--- src/rtl/board_led_scanner.sv ---
// Row-scanned driver for the 4x4 Connect-4 board on a bi-colour LED matrix.
// Each row gets a blanking gap followed by a drive window. The board is
// latched once per frame, just as row 0 is driven, so a frame never tears.
// Winning or drawn cells blink with a period set in whole frames.
//
//   state    | meaning
//   ---------+-----------------------------------------------------------
//   ST_BLANK | all rows and columns off; BLANK_CYCLES cycles before a row
//   ST_DRIVE | row_sel = 1 << row, columns from snapshot; CLK_DIV cycles
module board_led_scanner #(
  parameter int CLK_DIV      = 12500,
  parameter int BLANK_CYCLES = 16,
  parameter int BLINK_FRAMES = 125
) (
  input  logic        clk,
  input  logic        reset,
  input  logic [15:0] gameboard,
  input  logic [15:0] player_cells,
  input  logic [1:0]  game_status,
  output logic [3:0]  row_sel,
  output logic [3:0]  col_p1,
  output logic [3:0]  col_p2,
  output logic        frame_start,
  output logic        blink_phase
);

  // The single cycle counter serves both states, so it is sized for the
  // longer of the two windows. It only ever reaches (length - 1).
  localparam int CNT_MAX = (CLK_DIV > BLANK_CYCLES) ? CLK_DIV : BLANK_CYCLES;
  localparam int CNT_W   = (CNT_MAX > 1) ? $clog2(CNT_MAX) : 1;
  localparam int FRM_W   = (BLINK_FRAMES > 1) ? $clog2(BLINK_FRAMES) : 1;

  localparam logic [CNT_W-1:0] BLANK_LAST = CNT_W'(BLANK_CYCLES - 1);
  localparam logic [CNT_W-1:0] DRIVE_LAST = CNT_W'(CLK_DIV - 1);
  localparam logic [FRM_W-1:0] FRM_LAST   = FRM_W'(BLINK_FRAMES - 1);

  typedef enum logic {
    ST_BLANK = 1'b0,
    ST_DRIVE = 1'b1
  } state_t;

  state_t           state;
  logic [CNT_W-1:0] cnt;
  logic [1:0]       row;
  logic [FRM_W-1:0] frm_cnt;

  logic [15:0]      snap_board;
  logic [15:0]      snap_cells;
  logic [1:0]       snap_status;

  logic             frame_edge;
  logic             next_phase;
  logic [15:0]      src_board;
  logic [15:0]      src_cells;
  logic [1:0]       src_status;
  logic [3:0]       row_occ;
  logic [3:0]       row_own;
  logic [3:0]       p1_base;
  logic [3:0]       p2_base;
  logic [3:0]       p1_next;
  logic [3:0]       p2_next;

  // On the edge that starts row 0 the fresh inputs are latched and also used
  // directly, so row 0 of a new frame already reflects them; every other row
  // reads the frozen snapshot.
  always_comb begin
    frame_edge = (state == ST_BLANK) && (cnt == BLANK_LAST) && (row == 2'd0);
    next_phase = blink_phase;
    if (frame_edge && (frm_cnt == FRM_LAST)) begin
      next_phase = ~blink_phase;
    end

    src_board  = snap_board;
    src_cells  = snap_cells;
    src_status = snap_status;
    if (frame_edge) begin
      src_board  = gameboard;
      src_cells  = player_cells;
      src_status = game_status;
    end

    row_occ = src_board[{row, 2'b00} +: 4];
    row_own = src_cells[{row, 2'b00} +: 4];
    p1_base = row_occ & ~row_own;
    p2_base = row_occ & row_own;

    // status bit 0 marks player-1 cells as blinking, bit 1 player-2 cells;
    // a draw (11) sets both.
    p1_next = src_status[0] ? (p1_base & {4{next_phase}}) : p1_base;
    p2_next = src_status[1] ? (p2_base & {4{next_phase}}) : p2_base;
  end

  // Scan sequencer with registered row/column drive, frame marker and blink.
  always_ff @(posedge clk) begin
    if (reset) begin
      state       <= ST_BLANK;
      cnt         <= '0;
      row         <= 2'd0;
      frm_cnt     <= '0;
      snap_board  <= '0;
      snap_cells  <= '0;
      snap_status <= '0;
      row_sel     <= 4'b0000;
      col_p1      <= 4'b0000;
      col_p2      <= 4'b0000;
      frame_start <= 1'b0;
      blink_phase <= 1'b0;
    end else begin
      case (state)
        ST_BLANK: begin
          if (cnt == BLANK_LAST) begin
            state       <= ST_DRIVE;
            cnt         <= '0;
            row_sel     <= 4'b0001 << row;
            col_p1      <= p1_next;
            col_p2      <= p2_next;
            frame_start <= (row == 2'd0);
            if (row == 2'd0) begin
              snap_board  <= gameboard;
              snap_cells  <= player_cells;
              snap_status <= game_status;
              blink_phase <= next_phase;
              if (frm_cnt == FRM_LAST) begin
                frm_cnt <= '0;
              end else begin
                frm_cnt <= frm_cnt + 1'b1;
              end
            end
          end else begin
            cnt <= cnt + 1'b1;
          end
        end

        ST_DRIVE: begin
          frame_start <= 1'b0;
          if (cnt == DRIVE_LAST) begin
            state   <= ST_BLANK;
            cnt     <= '0;
            row     <= row + 2'd1;
            row_sel <= 4'b0000;
            col_p1  <= 4'b0000;
            col_p2  <= 4'b0000;
          end else begin
            cnt <= cnt + 1'b1;
          end
        end

        default: begin
          state <= ST_BLANK;
          cnt   <= '0;
        end
      endcase
    end
  end

endmodule

--- config.mk ---
export PLATFORM = sky130hd
export DESIGN_NAME = board_led_scanner
export DESIGN_NICKNAME = d
export VERILOG_FILES = /design/src/rtl/board_led_scanner.sv
export SDC_FILE = /design/constraint.sdc
export NUM_CORES = 1
export LEC_CHECK = 0
export CORE_ASPECT_RATIO = 0.75
export CORE_UTILIZATION = 46
export DETAILED_ROUTE_END_ITERATION = 7
export PLACE_DENSITY = 0.69
export SYNTH_ARGS = -nofsm -noshare
export SYNTH_HDL_FRONTEND = slang
export SYNTH_SLANG_ARGS = --single-unit
--- constraint.sdc ---
create_clock -name clk -period 3.1 [get_ports clk]
set_clock_uncertainty 0.05 [all_clocks]
set_input_delay 0.31 -clock clk [delete_from_list [all_inputs] [get_ports clk]]
set_output_delay 0.31 -clock clk [all_outputs]
set_load 0.1 [all_outputs]
# Word level (Yosys, flattened, before mapping)
# Index checks and enable logic that the tools add are counted.
classes:
  n_eq_ne: 5
  multipliers: 0
  add_sub_neg: 3
  n_mux: 22
  bitwise_logic: 7
  magnitude_cmp: 0
  n_reduce_logical: 7
  n_shift: 3
  div_mod_pow: 0
ops:
  columns: ["operator", "count"]
  rows:
  - ["$mux 16", 2]
  - ["$shiftx 16x5->4", 2]
  - ["$mux 14", 2]
  - ["$pmux 14 s2", 1]
  - ["$mux 4", 6]
  - ["$pmux 4 s2", 3]
  - ["$and 4x4->4", 4]
  - ["$add 14x1->14 const B", 1]
  - ["$eq 14x14->1 const B", 1]
  - ["$eq 14x4->1 const B", 1]
  - ["$add 7x1->7 const B", 1]
  - ["$eq 7x7->1 const B", 1]
  - ["$mux 7", 1]
  - ["$mux 1", 4]
  - ["$ne 2x1->1 const B", 2]
  - ["$not 4->4", 1]
  - ["$pmux 1 s2", 2]
  - ["$reduce_and 2->1", 2]
  - ["$shl 1x2->4 const A", 1]
  - ["$logic_and 1x1->1", 3]
  - ["$reduce_and 3->1", 1]
  - ["$add 2x1->2 const B", 1]
  - ["$logic_not 2->1", 1]
  - ["$mux 2", 1]
  - ["$not 1->1", 2]
totals:
  regBits: 72
  n_memories: 0
  output_inout_bits: 14
  latchBits: 0
  mem_bits_rw: 0
  word_cells: 59
  in_bits: 36
  mem_bits_ro: 0

# Logic depth before layout (Yosys ltp)
# Gate-level depths: netlist of run 1.
logic_depth:
  word_depth: 11
  depth_mapped: 11
  ltp_nobuf: 7

# Worst setup path after synthesis of run 1
# No wires, ideal clock.
synth_path:
  path_kind: "register to register"
  start: "register row[1]"
  end: "register col_p1[1]"
  t_required_ns: 2.963
  n_path_buf: 3
  slack_ns: 0.738
  arrival_ns: 2.225
  stages_incl_launch_ff: 10
  period_less_slack_ns: 2.362
  setup_ns: 0.087
  cell_sequence: "dfxtp_1 buf_2 clkbuf_1 inv_1 ha_1 nor4b_1 and4_1 buf_4 mux2_2 o31ai_1"
synth_between:
  elab_chain_len: 10
  elab_cells_between_ends: 15
  classes_between: "shift: 2; mux: 7; bitwise: 3; reduce/logical: 3"
synth_lines:
  columns: ["element", "line", "source"]
  rows:
  - ["from (decl)", "44", "logic [1:0] row;"]
  - ["from (signal assigned)", "139", "row <= row + 2'd1;"]
  - ["$logic_not 2->1", "67", "frame_edge = (state == ST_BLANK) && (cnt == BLANK_LAST) && (row == 2'd0);"]
  - ["$logic_and 1x1->1", "67", null]
  - ["$mux 16", "76", "if (frame_edge) begin"]
  - ["$shiftx 16x5->4", "83", "row_own = src_cells[{row, 2'b00} +: 4];"]
  - ["$not 4->4", "84", "p1_base = row_occ & ~row_own;"]
  - ["$and 4x4->4", "84", null]
  - ["$and 4x4->4", "89", "p1_next = src_status[0] ? (p1_base & {4{next_phase}}) : p1_base;"]
  - ["$mux 4 *", "89", null]
  - ["$mux 4 *", "111", "if (cnt == BLANK_LAST) begin"]
  - ["$pmux 4 s2 *", "109", "case (state)"]
  - ["to (signal assigned)", "115", "col_p1 <= p1_next;"]
  - ["to (decl)", "21", "output logic [3:0] col_p1,"]
# Mark *: on every way between the ends. The rest lies on a longest branch, timed or not. The select of a mux whose other input is x is not followed.
# A chain may end at the register's enable or synchronous reset.

# Worst setup path after layout of run 1
layout_path:
  start: "register row[1]"
  end: "register col_p2[3]"
layout_between:
  elab_chain_len: 9
  elab_cells_between_ends: 14
  classes_between: "shift: 2; mux: 7; bitwise: 2; reduce/logical: 3"
layout_lines:
  columns: ["element", "line", "source"]
  rows:
  - ["$logic_not 2->1", "67", null]
  - ["$logic_and 1x1->1", "67", null]
  - ["$mux 16", "76", null]
  - ["$shiftx 16x5->4, on equally long branches", "82, 83", null]
  - ["$and 4x4->4", "85", "p2_base = row_occ & row_own;"]
  - ["$and 4x4->4", "90", "p2_next = src_status[1] ? (p2_base & {4{next_phase}}) : p2_base;"]
  - ["$mux 4 *", "90", null]
  - ["$mux 4 *", "111", null]
  - ["$pmux 4 s2 *", "109", null]
  - ["to (signal assigned)", "116", "col_p2 <= p2_next;"]
  - ["to (decl)", "22", "output logic [3:0] col_p2,"]
# Marked as above.

==> impl_metrics.yaml, run 1 <==
power_and_ir_drop:
  power_density_nw_per_um2: 410.8
  ir_drop_mv: 0.2367
  netSwitchingPower_uw: 379.2
  swShare_pct: 22.43
  leakage_uw: 0.001364
  p_clk_share_pct: 39.7
  p_comb_share_pct: 5.2
  intPower_uw: 1312
  seqPwrFrac_pct: 55.1
worst_hold_path:
  hold_class: "register to register"
  min_to: "snap_cells[10]"
  whs_path_depth: 2
  worstHoldStart: "snap_cells[10]"
worst_setup_path:
  worst_r2r_startpoint: "row[1]"
  max_stage_delay_ns: 0.60
  worstSetupPathType: "register to register"
  cpMaxStageDelayCell: "and4_1"
  startpoint_type: "register"
  crit_chain: "inv_1 -> ha_1 -> nor4b_1 -> and4_1 -> buf_4 -> mux2i_1 -> or2_0 -> o21ai_1"
  cp-end-kind: "register"
  worstPathRequired_ns: 3.28
  critPathArrivalTime_ns: 2.63
  r2r_end: "col_p2[3]"
  rrSetupSlack_ns: 0.65
  ff2ff_path_depth: 8
  cp_max_fo: 10
synthesis:
  synth_nets: 409
  ys_seq_elements: 72
  avgSynthCellArea_um2: 9.305
  syn_inst: 366
  synth_edf_count: 0
  postSynth.asyncResetShare_pct: 0
  yosysUniqueCellTypes: 43
  synth_warnings: 0
  syn_area_um2: 3406
  yosys_most_used_dff: "dfxtp_1"
  ys_seq_area_share_pct: 42.32
global_routing:
  grt_max_degree: 34
  grt_usage_pct: 20.65
  grt_pass1_vias: 2592
  grt_pass1_wl_um: 12340
  overflow: 0
  antenna_found_initial: 0
floorplanning:
  fp.coreArea_um2: 6994
  fp.dieArea_um2: 7755
  initial_core_util_pct: 48.69
  rows: 26
  die_x_um: 101.4
  die_h_um: 76.52
  io_pins: 50
sta:
  period_share_pct: 78.99
  fin_crit_ns: 2.449
  relSlewSlack_pct: 34.81
  setup_viol: 0
  worst_slew_pin_slew_ns: 0.9748
  drv_slew: 0
  rsz0062_at_grt: "false"
  tns_ns: 0
  hold_viol_final: 0
  timing.fmax_mhz: 408.4
placed_design:
  place_congestion: 0.7905
  io_buffers: 49
  place_hpwl_um: 5215
  numPlacedInstances: 496
routing:
  routed_wl_um: 7207
  dr.first_iter.drc_count: 148
  wire_per_inst_um: 14.08
  viasPerCell: 5.297
  final_antenna_net_count: 0
  first_pass_iters: 4
  vias: 2712
  drc: 0
clock_tree:
  cts_sinks: 72
  clk_pin_slew_ns: 0.07
  cts_made_buffers: 9
  max-clock-path-buffers: 2
  cts_root_buffer: "clkbuf_8"
  clk_latency_ns: 0.35
  post-cts-setup-buffers: 0
  postCtsResizedCells: 0
  hold_buffers: 0
  cts_tree: "done"
  cts.htree.levels: 3
cells_and_area:
  fin_cells: 512
  mostFrequentLayoutCells: "85 x nand2_1, 72 x dfxtp_1, 47 x clkdlybuf4s50_1"
  drive_gt1_share_pct: 12.56
  syn2layout_area_growth_pct: 20.87
  fin_nets: 452
  diodes: 0
  final_common_cell: "nand2_1"
run_status:
  status: "complete, no violations"
run:
  max_cap_viol_count: 0
[through the flow]
step | util [%] | worst slack (ns) | cell area, µm² | hold WS (ns) | power, µW
final | 58.86 | 0.6512 | 4116 | 0.4005 | 1691
after global routing | 58.86 | 0.4199 | 4116 | 0.4246 | 1766
after CTS | 58.86 | 0.6501 | 4116 | 0.4023 | 1709
after detailed placement | 56.24 | 0.6809 | 3934 | 0.3923 | 1041
after global placement | 56.24 | 0.7788 | 3934 | 0.3860 | 1041
after floorplan | - | 0.7382 | 3406 | 0.3786 | 983.9
[synthesized netlist by cell type, drive strengths merged, types with 2 or more instances]
master,n,share of area (%)
nand2,85,9.4
dfxtp,72,42
a21oi,34,5.0
nor2,31,3.4
mux4,16,11
buf,15,3.0
mux2i,11,4.0
xor2,11,2.8
clkbuf,10,1.1
xnor2,9,2.3
nand4,8,1.5
ha,7,2.6
nand3,7,1.0
o21ai,6,0.99
and4,5,1.3
inv,5,0.55
nor3,5,0.73
o31ai,4,1.0
a22o,3,0.77
and3,2,0.37
mux2,2,0.66
nand2b,2,0.37
nor4,2,0.37
nor4b,2,0.96
nor4bb,2,0.59
or2,2,0.37
or4,2,0.44
[flip-flops by register name, summed over array words and instances, names as in the netlist, 2 cells and up]
| name | cells |
|---|---|
| cnt | 14 |
| col_p1 | 4 |
| col_p2 | 4 |
| frm_cnt | 7 |
| row | 2 |
| row_sel | 4 |
| snap_board | 16 |
| snap_cells | 16 |
| snap_status | 2 |
[cell type report]
class | count | area (µm²)
repair buffers | 57 | 545.5
inverters | 5 | 18.77
clock buffers | 11 | 151.4
multi-input cells | 264 | 1805
well taps | 98 | 122.6
flip-flops and latches | 72 | 1441
clock inverters | 5 | 31.28
fillers | 620 | 2878
[how the worst max path moves through the flow]
stage,startpoint,end,depth (start not counted)
after floorplan,row[1],col_p1[1],9
after global placement,cnt[0],frm_cnt[4],7
after detailed placement,row[1],col_p2[3],8
after CTS,row[1],col_p2[3],8
after global routing,row[0],col_p2[3],8
final,row[1],col_p2[3],8
[kinds of logic after synthesis]
kind of cell | share of synthesized area [%]
flops | 42.32
simple gates | 21.86
xor+xnor | 5.143
mux | 15.21
fa+ha+maj | 2.572
compound gates | 8.229
buf+inv | 4.666
[layer usage]
metal,routed length (µm),vias up,track usage (%)
li1,-,1353,-
met1,3532,1286,28.40
met2,3223,61,31.09
met3,345,12,6.055
met4,106,0,6.522
met5,0,-,0
[power groups by stage]
stage	clock, µW	combinational, µW	sequential [µW]
after global placement	0	87.5	953
after detailed placement	0	87.4	953
after global routing	739	94.7	932
after floorplan	0	32.5	951
after CTS	690	87.8	932
final	671	87.6	932
[critical path: cells and delay by family (launching register included)]
kind | cells | cell delay (ns)
DFF | 1 | 0.32
AOI/OAI and AO/OA | 1 | 0.06
buffers and inverters | 2 | 0.34
muxes | 1 | 0.23
adders and majority gates | 1 | 0.24
and+or+nand+nor | 3 | 1.09
No activity file was read; power rests on OpenSTA's default activity.
==> run 2, diff against run 1 <==
PLACE_DENSITY = 0.72   (was 0.69)
clock period = 2.16 ns   (was 3.1 ns; I/O delays follow)
==> impl_metrics.yaml, run 2 (same netlist as run 1, synthesis figures left out) <==
sta:
  hold_slack_ns: 0.3989
  relSlewSlack_pct: 42.10
  worst_slew_pin_slew_ns: 0.8647
  fin_crit_ns: 1.998
  period_share_pct: 92.50
  drv_slew: 0
  setup_viol: 0
  hold_viol_final: 0
  timing.fmax_mhz: 500.5
run_status:
  status: "complete, no violations"
routing:
  drc: 0
  wire_per_inst_um: 14.30
  routed_wl_um: 7449
  final_antenna_net_count: 0
  dr.first_iter.drc_count: 193
  vias: 2746
  wl_met3_um: 368
  top_layer_used: "met4"
  met2_length_um: 3351
  wl_met1_um: 3668
  first_pass_iters: 4
  viasPerCell: 5.271
clock_tree:
  clk_pin_slew_ns: 0.07
  cts_root_buffer: "clkbuf_8"
  clk_latency_ns: 0.34
  max-clock-path-buffers: 2
  cts_tree: "done"
  hold_buffers: 0
  cts.htree.levels: 3
  cts_sinks: 72
  cts_made_buffers: 9
power_and_ir_drop:
  total_power_uw: 2567
  leakage_uw: 0.001476
  power_density_nw_per_um2: 601.7
  ir_drop_mv: 0.3182
floorplanning:
  die_x_um: 101.4
  fp.coreArea_um2: 6994
  rows: 26
  fp.dieArea_um2: 7755
  initial_core_util_pct: 48.69
  io_pins: 50
  die_h_um: 76.52
global_routing:
  antenna_found_initial: 0
  grt_usage_pct: 20.02
  grt_pass1_wl_um: 12050
  grt_pass1_vias: 2512
  grt_max_degree: 28
  overflow: 0
worst_setup_path:
  cpMaxStageDelayCell: "mux2_2"
  worstSetupPathType: "register to register"
  max_stage_delay_ns: 0.36
  crit_chain: "inv_1 -> ha_2 -> nor4b_4 -> and4_4 -> buf_12 -> mux2_2 -> o211ai_1 -> nand2_1"
  worstPathRequired_ns: 2.34
  cp.buffers_inverters: 2
  critPathArrivalTime_ns: 2.18
  cp_max_fo: 13
  cp-end-kind: "register"
  startpoint_type: "register"
  path_delay_family: "simple AND/OR/NAND/NOR gates"
cells_and_area:
  fin_nets: 462
  syn2layout_area_growth_pct: 25.28
  final_common_cell: "nand2_1"
  drive_gt1_share_pct: 19.15
  diodes: 0
  largest_registers: "snap_board x16, snap_cells x16, cnt x14"
  mostFrequentLayoutCells: "85 x nand2_1, 70 x dfxtp_1, 35 x clkdlybuf4s50_1"
placed_design:
  io_buffers: 49
  place_hpwl_um: 5222
  place_congestion: 0.8825
worst_hold_path:
  hold_class: "register to register"
run:
  max_cap_viol_count: 0
-- run 2: what timing repair did --
item                                    CTS  global route
resized for setup                         0            10
setup buffers                             0             3
endpoints found under the setup margin    0            26
hold endpoints to repair                  0             0
-- run 2: metal layers --
layer  vias up  track usage [%]
met3         5            5.505
li1       1370                -
met5         -                0
met4         0            5.507
met2        71            27.96
met1      1300            29.86
-- run 2: through the flow --
step                      cells  utilization, %  instance area (µm²)   TNS (ns)  worst slack [ns]
after floorplan             366               -                 3433          0          0.006307
after global placement      502           56.89                 3979          0            0.1080
after detailed placement    502           56.89                 3979          0           0.03414
after CTS                   517           59.84                 4185          0           0.02785
after global routing        521           61.00                 4267  -0.002601         -0.002601
final                       521           61.00                 4267          0            0.1619
-- run 2: area by class of cell --
type	instances	area, µm²
clock inverter	2	37.54
tap	98	122.6
clock buffer	13	168.9
sequential	72	1444
inverter	5	18.77
fill	585	2728
multi-input combinational	264	1847
timing repair buffer	67	628.1
-- run 2: worst reg2reg max path, delay by kind of cell (launching register included) --
| kind | cells | cell delay [ns] |
|---|---|---|
| adder cells (fa/ha/maj) | 1 | 0.23 |
| buffers and inverters | 2 | 0.24 |
| AO/OA/AOI/OAI | 1 | 0.12 |
| multiplexers | 1 | 0.36 |
| flip-flops | 1 | 0.32 |
| AND/OR/NAND/NOR | 3 | 0.57 |
-- run 2: worst paths after layout --
kind / from / cells past startpoint / slack, ns / endpoint
setup reg to reg: row[0] / 8 / 0.16 / col_p2[1]
hold / removal: col_p2[1] / 2 / 0.40 / col_p2[1]
setup / recovery: row[0] / 8 / 0.16 / col_p2[1]
hold reg to reg: col_p2[1] / 2 / 0.40 / col_p2[1]
-- run 2: power breakdown --
group	total, µW	switching, µW	internal [µW]
registers	1340	3.78	1330
logic	140	54.9	84.8
clock network	1090	469	623
